## src/rtl/wb_port_arbiter.sv

```systemverilog
// Register-file write-port arbiter: in-order WB stream vs. buffered long-latency results.
// Optional same-cycle LL bypass into an empty FIFO when WBARB_LL_BYPASS_EN is defined.
module wb_port_arbiter #(
    parameter int DEPTH    = 2,
    parameter int MAX_WAIT = 4
) (
    input  logic                     clk,
    input  logic                     rst,
    input  logic [4:0]               wb_wd,
    input  logic                     wb_wreg,
    input  logic [31:0]              wb_wdata,
    input  logic                     ll_valid,
    input  logic [4:0]               ll_wd,
    input  logic [31:0]              ll_wdata,
    output logic                     ll_ready,
    output logic                     rf_we,
    output logic [4:0]               rf_waddr,
    output logic [31:0]              rf_wdata,
    output logic                     stall_req,
    output logic [$clog2(DEPTH):0]   ll_pending
);

    localparam int AW = $clog2(DEPTH);
    localparam logic [3:0] MaxWait = 4'(MAX_WAIT);

    logic [AW:0]   wptr_q, wptr_d, rptr_q, rptr_d;
    logic [3:0]    age_q, age_d;
    logic [4:0]    memWd_q   [DEPTH];
    logic [31:0]   memData_q [DEPTH];
    logic          rfWe_q, rfWe_d;
    logic [4:0]    rfWaddr_q, rfWaddr_d;
    logic [31:0]   rfWdata_q, rfWdata_d;

    logic          empty, full, forced, push, pop;
    logic          grantPipe, grantLl, grantByp;
    logic [4:0]    selWd;
    logic [31:0]   selData;

    assign empty      = (wptr_q == rptr_q);
    assign full       = (wptr_q[AW] != rptr_q[AW]) && (wptr_q[AW-1:0] == rptr_q[AW-1:0]);
    assign forced     = !empty && (age_q >= MaxWait);
    assign ll_pending = wptr_q - rptr_q;
    assign ll_ready   = rst && !full;
    assign stall_req  = rst && forced;

    // Aged FIFO head beats the pipeline; otherwise the pipeline wins and LL fills idle slots.
    always_comb begin
        grantPipe = 1'b0;
        grantLl   = 1'b0;
        grantByp  = 1'b0;
        if (forced) begin
            grantLl = 1'b1;
        end else if (wb_wreg) begin
            grantPipe = 1'b1;
        end else if (!empty) begin
            grantLl = 1'b1;
`ifdef WBARB_LL_BYPASS_EN
        end else if (ll_valid) begin
            grantByp = 1'b1;
`endif
        end
    end

    assign pop  = grantLl;
    assign push = ll_valid && ll_ready && !grantByp;

    always_comb begin
        selWd   = wb_wd;
        selData = wb_wdata;
        if (grantLl) begin
            selWd   = memWd_q[rptr_q[AW-1:0]];
            selData = memData_q[rptr_q[AW-1:0]];
        end else if (grantByp) begin
            selWd   = ll_wd;
            selData = ll_wdata;
        end
    end

    always_comb begin
        wptr_d    = push ? wptr_q + (AW+1)'(1) : wptr_q;
        rptr_d    = pop  ? rptr_q + (AW+1)'(1) : rptr_q;
        age_d     = age_q;
        if (pop) begin
            age_d = 4'd0;
        end else if (grantPipe && !empty && (age_q < MaxWait)) begin
            age_d = age_q + 4'd1;
        end
        rfWe_d    = (grantPipe || grantLl || grantByp) && (selWd != 5'd0);
        rfWaddr_d = rfWe_d ? selWd   : rfWaddr_q;
        rfWdata_d = rfWe_d ? selData : rfWdata_q;
    end

    always_ff @(posedge clk or negedge rst) begin
        if (!rst) begin
            wptr_q    <= '0;
            rptr_q    <= '0;
            age_q     <= 4'd0;
            rfWe_q    <= 1'b0;
            rfWaddr_q <= 5'd0;
            rfWdata_q <= 32'd0;
        end else begin
            wptr_q    <= wptr_d;
            rptr_q    <= rptr_d;
            age_q     <= age_d;
            rfWe_q    <= rfWe_d;
            rfWaddr_q <= rfWaddr_d;
            rfWdata_q <= rfWdata_d;
        end
    end

    // Storage needs no reset: occupancy is defined solely by the pointers.
    always_ff @(posedge clk) begin
        if (push) begin
            memWd_q[wptr_q[AW-1:0]]   <= ll_wd;
            memData_q[wptr_q[AW-1:0]] <= ll_wdata;
        end
    end

    assign rf_we    = rfWe_q;
    assign rf_waddr = rfWaddr_q;
    assign rf_wdata = rfWdata_q;

endmodule

```

## config.mk

```make
export PLATFORM = sky130hd
export DESIGN_NAME = wb_port_arbiter
export DESIGN_NICKNAME = d
export VERILOG_FILES = /design/src/rtl/wb_port_arbiter.sv
export SDC_FILE = /design/constraint.sdc
export NUM_CORES = 1
export LEC_CHECK = 0
export ABC_AREA = 1
export ABC_CLOCK_PERIOD_IN_PS = 4000
export BUFFER_PORTS_ARGS = -buffer_cell sky130_fd_sc_hd__buf_2
export CORE_MARGIN = 5
export CORE_UTILIZATION = 29
export DETAILED_ROUTE_END_ITERATION = 12
export REMOVE_ABC_BUFFERS = 1
export SYNTH_ARGS = -nofsm -noshare
export SYNTH_HDL_FRONTEND = slang
export SYNTH_SLANG_ARGS = --single-unit
```

## constraint.sdc

```tcl
create_clock -name clk -period 4 [get_ports clk]
set_clock_uncertainty 0.15 [all_clocks]
set_input_delay 0.4 -clock clk [delete_from_list [all_inputs] [get_ports clk]]
set_output_delay 0.4 -clock clk [all_outputs]
set_load 0.05 [all_outputs]
```

==> run summary <==
The core footprint came out at 0.0166 mm^2. The run finished with clean final reports. The tightest min-delay check is of the input pin to flop type. The global-route congestion overflow total came out at 0.

Global routing used 12.5% of the available tracks across all layers. The number of antenna cells inserted came out at 0. STA classifies the critical path startpoint as a flop. The number of buffers added for setup after CTS came out at 0. The category of the most critical setup path is flop to flop. Clock latency on the worst-skew pair, taken at its later pin, is 410 ps. Excluding fillers, the count of instances in the completed layout stands at 817. The share of total power in sequential cells is 32.1%. TritonCTS built the clock tree. Setup slack on the worst reg-to-reg path comes out at 590 ps. The floorplan step set the die height to 140 um. The relative contribution of the clock network to total power came out at 23.7%. The final routed wire length divided by cell count is 14.8 um. After detailed routing, the number of remaining DRC violations is 0. The H-tree was split into 4 levels.

Measured against its own limit, the worst slew margin works out to 40.1%. Of the total power, combinational logic draws 44.2%. Across all layers, the routed design uses 3570 vias. Entering global routing, the biggest net connects 48 pins. The final setup TNS is 0 ps. Averaged over all synthesized cells, the footprint is 10.5 um^2. The worst reg-to-reg path cell count came out at 11. VDD sags by at most 0.000376 V.

In the layout the commonest cells are 204 x sky130_fd_sc_hd__nand2_1, 119 x sky130_fd_sc_hd__buf_2, 74 x sky130_fd_sc_hd__edfxtp_1. In this run the clock root is driven by a sky130_fd_sc_hd__clkbuf_16. The wire length of the first global-routing pass came out at 18900 um. The leakage power figure came out at 2.87 nW. The total iterations of the first detailed-routing run is 4. The cell area after technology mapping came out at 0.00490 mm^2. In the final layout, the share of cells above drive strength 1 is 26.8%.

The final cycle utilization of the critical path came out at 85.3%. The number of unique standard cell types used by synthesis is 20. The chip width came out at 140 um.

Using the TritonRoute via totals, the vias-per-cell ratio works out to 4.37. Fill cells in the final layout number 1669. Port buffering added 119 buffers. The peak clock frequency supported by timing came out at 293 MHz.

The clock net sink count is 120. The placed wire-length estimate after detailed placement came out at 8050 um. The clock edge transition at the registers on the reported setup and hold paths is 50 ps. Counting every instance in the synthesized netlist gives 465.

Setup repair after global routing left no endpoint under its margin. The endpoint identified for the worst register-to-register timing path is rf_wdata[7]. The initial antenna violation count came to 2. After layout, the minimum clock period comes to 3410 ps. The last weighted congestion value of the routability-driven placer came out at 0.759. The number of failing hold endpoints at the final stage is 0. The worst register-to-register path begins at rptr_q[0]. The synthesis-stage register bit count came out at 120.

The area growth from synthesis to layout is 27.2%. The most common cell after layout, fill and taps aside is sky130_fd_sc_hd__nand2_1. The most critical setup path has its endpoint at rf_wdata[7]. The count of yosys warnings during synthesis is 0.

At the worst endpoint, the arrival time is 3600 ps. The cell area power density is 945 mW/mm^2. The reported net switching power is 0.00262 W. The row count is 47. After synthesis, flip-flops and latches occupy 68.9% of the total area. The total die area came out at 0.0196 mm^2. The max-slew violation count came out at 0. The remaining antenna violation count after routing is 0. The required time reported for the critical path endpoint came out at 4190 ps.

The number of global-route vias before repair is 3678. The I/O pin count is 120. The source of the critical timing path is rptr_q[0]. Setup violations remaining at the end of the flow were counted as 0. The violation count after the first detailed-routing iteration is 143. The number of placed cells counting well taps is 784. The final layout contains routed wiring with a total length of 12100 um. The slew at the pin closest to its max-slew limit is 896 ps. Across the run, the number of max-cap violations was 0.

The switching power share of the total is 44.5%. The largest driver fanout on the critical path came out at 40. The internal power component came out at 0.00327 W. The number of clock buffers inserted by TritonCTS is 17.

The post-layout net count came out at 664. The capturing element type of the critical path is a flop. In this run the deepest clock path goes through 2 buffers. The initial standard-cell utilization of the core is 29.5%.
-- layer usage --
layer	share of wire, %	routed length (um)	vias up	track usage [%]
met5	0.22	27	-	0
met4	0.59	72	4	5.05
met3	4.3	517	12	4.19
met2	50	6080	93	20.6
met1	45	5400	1694	15.2
li1	-	-	1767	-
-- flip-flops by register name (all words and copies together), names as in the netlist --
register / flops
age_q: 4
memData_q: 64
memWd_q: 10
rf_waddr: 5
rf_wdata: 32
rf_we: 1
rptr_q: 2
wptr_q: 2
-- power by group through the flow --
| stage | Sequential (W) | Combinational, W | Clock (W) |
|---|---|---|---|
| final | 0.00189 | 0.00260 | 0.00140 |
| after global routing | 0.00193 | 0.00287 | 0.00148 |
| after CTS | 0.00189 | 0.00264 | 0.00143 |
| after detailed placement | 0.00191 | 0.00264 | 0 |
| after global placement | 0.00192 | 0.00257 | 0 |
| after floorplan | 0.00254 | 0.00127 | 0 |
-- repair_timing --
item	in CTS	in global routing
gates resized for setup	0	0
endpoints found under the setup margin	0	0
hold buffers	1	0
hold endpoints to repair	41	0
-- per-stage QoR --
| step | worst slack (ps) | utilization [%] | power [W] | hold slack [ps] | instance area, um^2 |
|---|---|---|---|---|---|
| after floorplan | 376 | - | 0.00380 | -45.6 | 4750 |
| after global placement | 722 | 34.2 | 0.00448 | 319 | 5680 |
| after detailed placement | 586 | 34.2 | 0.00455 | 307 | 5680 |
| after CTS | 575 | 37.6 | 0.00597 | 2.42 | 6230 |
| after global routing | 242 | 37.6 | 0.00628 | 8.61 | 6230 |
| final | 590 | 37.6 | 0.00589 | 29.2 | 6230 |
-- cells by family (layout without fill, tap and decap cells) --
family                     Yosys count  after routing  synth area share [%]
DFF                                120            120                  68.9
adders and majority gates            2              2                 0.511
and+or+nand+nor                    292            292                  25.0
xor gates and xnor gates             4              4                 0.715
AOI/OAI and AO/OA                    6              6                 0.613
buffers and inverters               41            173                  4.29
-- critical path, cell delays in order, from the launching register on --
cell and delay, ps:
sky130_fd_sc_hd__dfrtp_1 500, sky130_fd_sc_hd__ha_1 390, sky130_fd_sc_hd__nand3_2 210, sky130_fd_sc_hd__nand2_4 470, sky130_fd_sc_hd__inv_2 120, sky130_fd_sc_hd__nand2_1 90
sky130_fd_sc_hd__nand2_1 80, sky130_fd_sc_hd__nor2_2 150, sky130_fd_sc_hd__nand2_4 270, sky130_fd_sc_hd__nand2_2 680, sky130_fd_sc_hd__nand2_1 120, sky130_fd_sc_hd__nand2_1 100
-- cell type report --
| class | count | area, um^2 | area share (%) |
|---|---|---|---|
| repair buffers | 123 | 628 | 10.1 |
| inverters | 18 | 67.6 | 1.08 |
| clock buffers | 28 | 497 | 7.98 |
| clock inverters | 4 | 45.0 | 0.723 |
| flip-flops and latches | 120 | 3370 | 54.2 |
| multi-input cells | 304 | 1340 | 21.5 |
| well taps | 220 | 275 | 4.42 |
-- synth_stat cells --
master	instances	area, um^2
sky130_fd_sc_hd__a21oi_1	1	5.00
sky130_fd_sc_hd__buf_2	15	75.1
sky130_fd_sc_hd__buf_6	5	56.3
sky130_fd_sc_hd__clkbuf_1	3	11.3
sky130_fd_sc_hd__dfrtp_1	46	1150
sky130_fd_sc_hd__edfxtp_1	74	2220
sky130_fd_sc_hd__ha_1	2	25.0
sky130_fd_sc_hd__inv_1	16	60.1
sky130_fd_sc_hd__inv_2	2	7.51
sky130_fd_sc_hd__nand2_1	204	766
sky130_fd_sc_hd__nand2_2	2	12.5
sky130_fd_sc_hd__nand2_4	2	22.5
sky130_fd_sc_hd__nand3_1	70	350
sky130_fd_sc_hd__nand3_2	1	10.0
sky130_fd_sc_hd__nand3b_1	1	7.51
sky130_fd_sc_hd__nor2_1	8	30.0
sky130_fd_sc_hd__nor2_2	3	18.8
sky130_fd_sc_hd__o21ai_0	5	25.0
sky130_fd_sc_hd__or2_2	1	6.26
sky130_fd_sc_hd__xor2_1	4	35.0
-- worst min path at each step --
| stage | from | to | slack, ps | depth (start not counted) |
|---|---|---|---|---|
| global route | ll_wdata[10] | memData_q[1][10] | 9 | 1 |
| floorplan | rst | age_q[0] | -50 | 0 |
| global placement | rf_wdata[2] | rf_wdata[2] | 320 | 2 |
| CTS | ll_wdata[12] | memData_q[1][12] | 2 | 1 |
| finish | ll_wdata[12] | memData_q[1][12] | 30 | 1 |
| detailed placement | rf_wdata[2] | rf_wdata[2] | 310 | 2 |
Note: power is estimated with default switching activity, not from simulation.
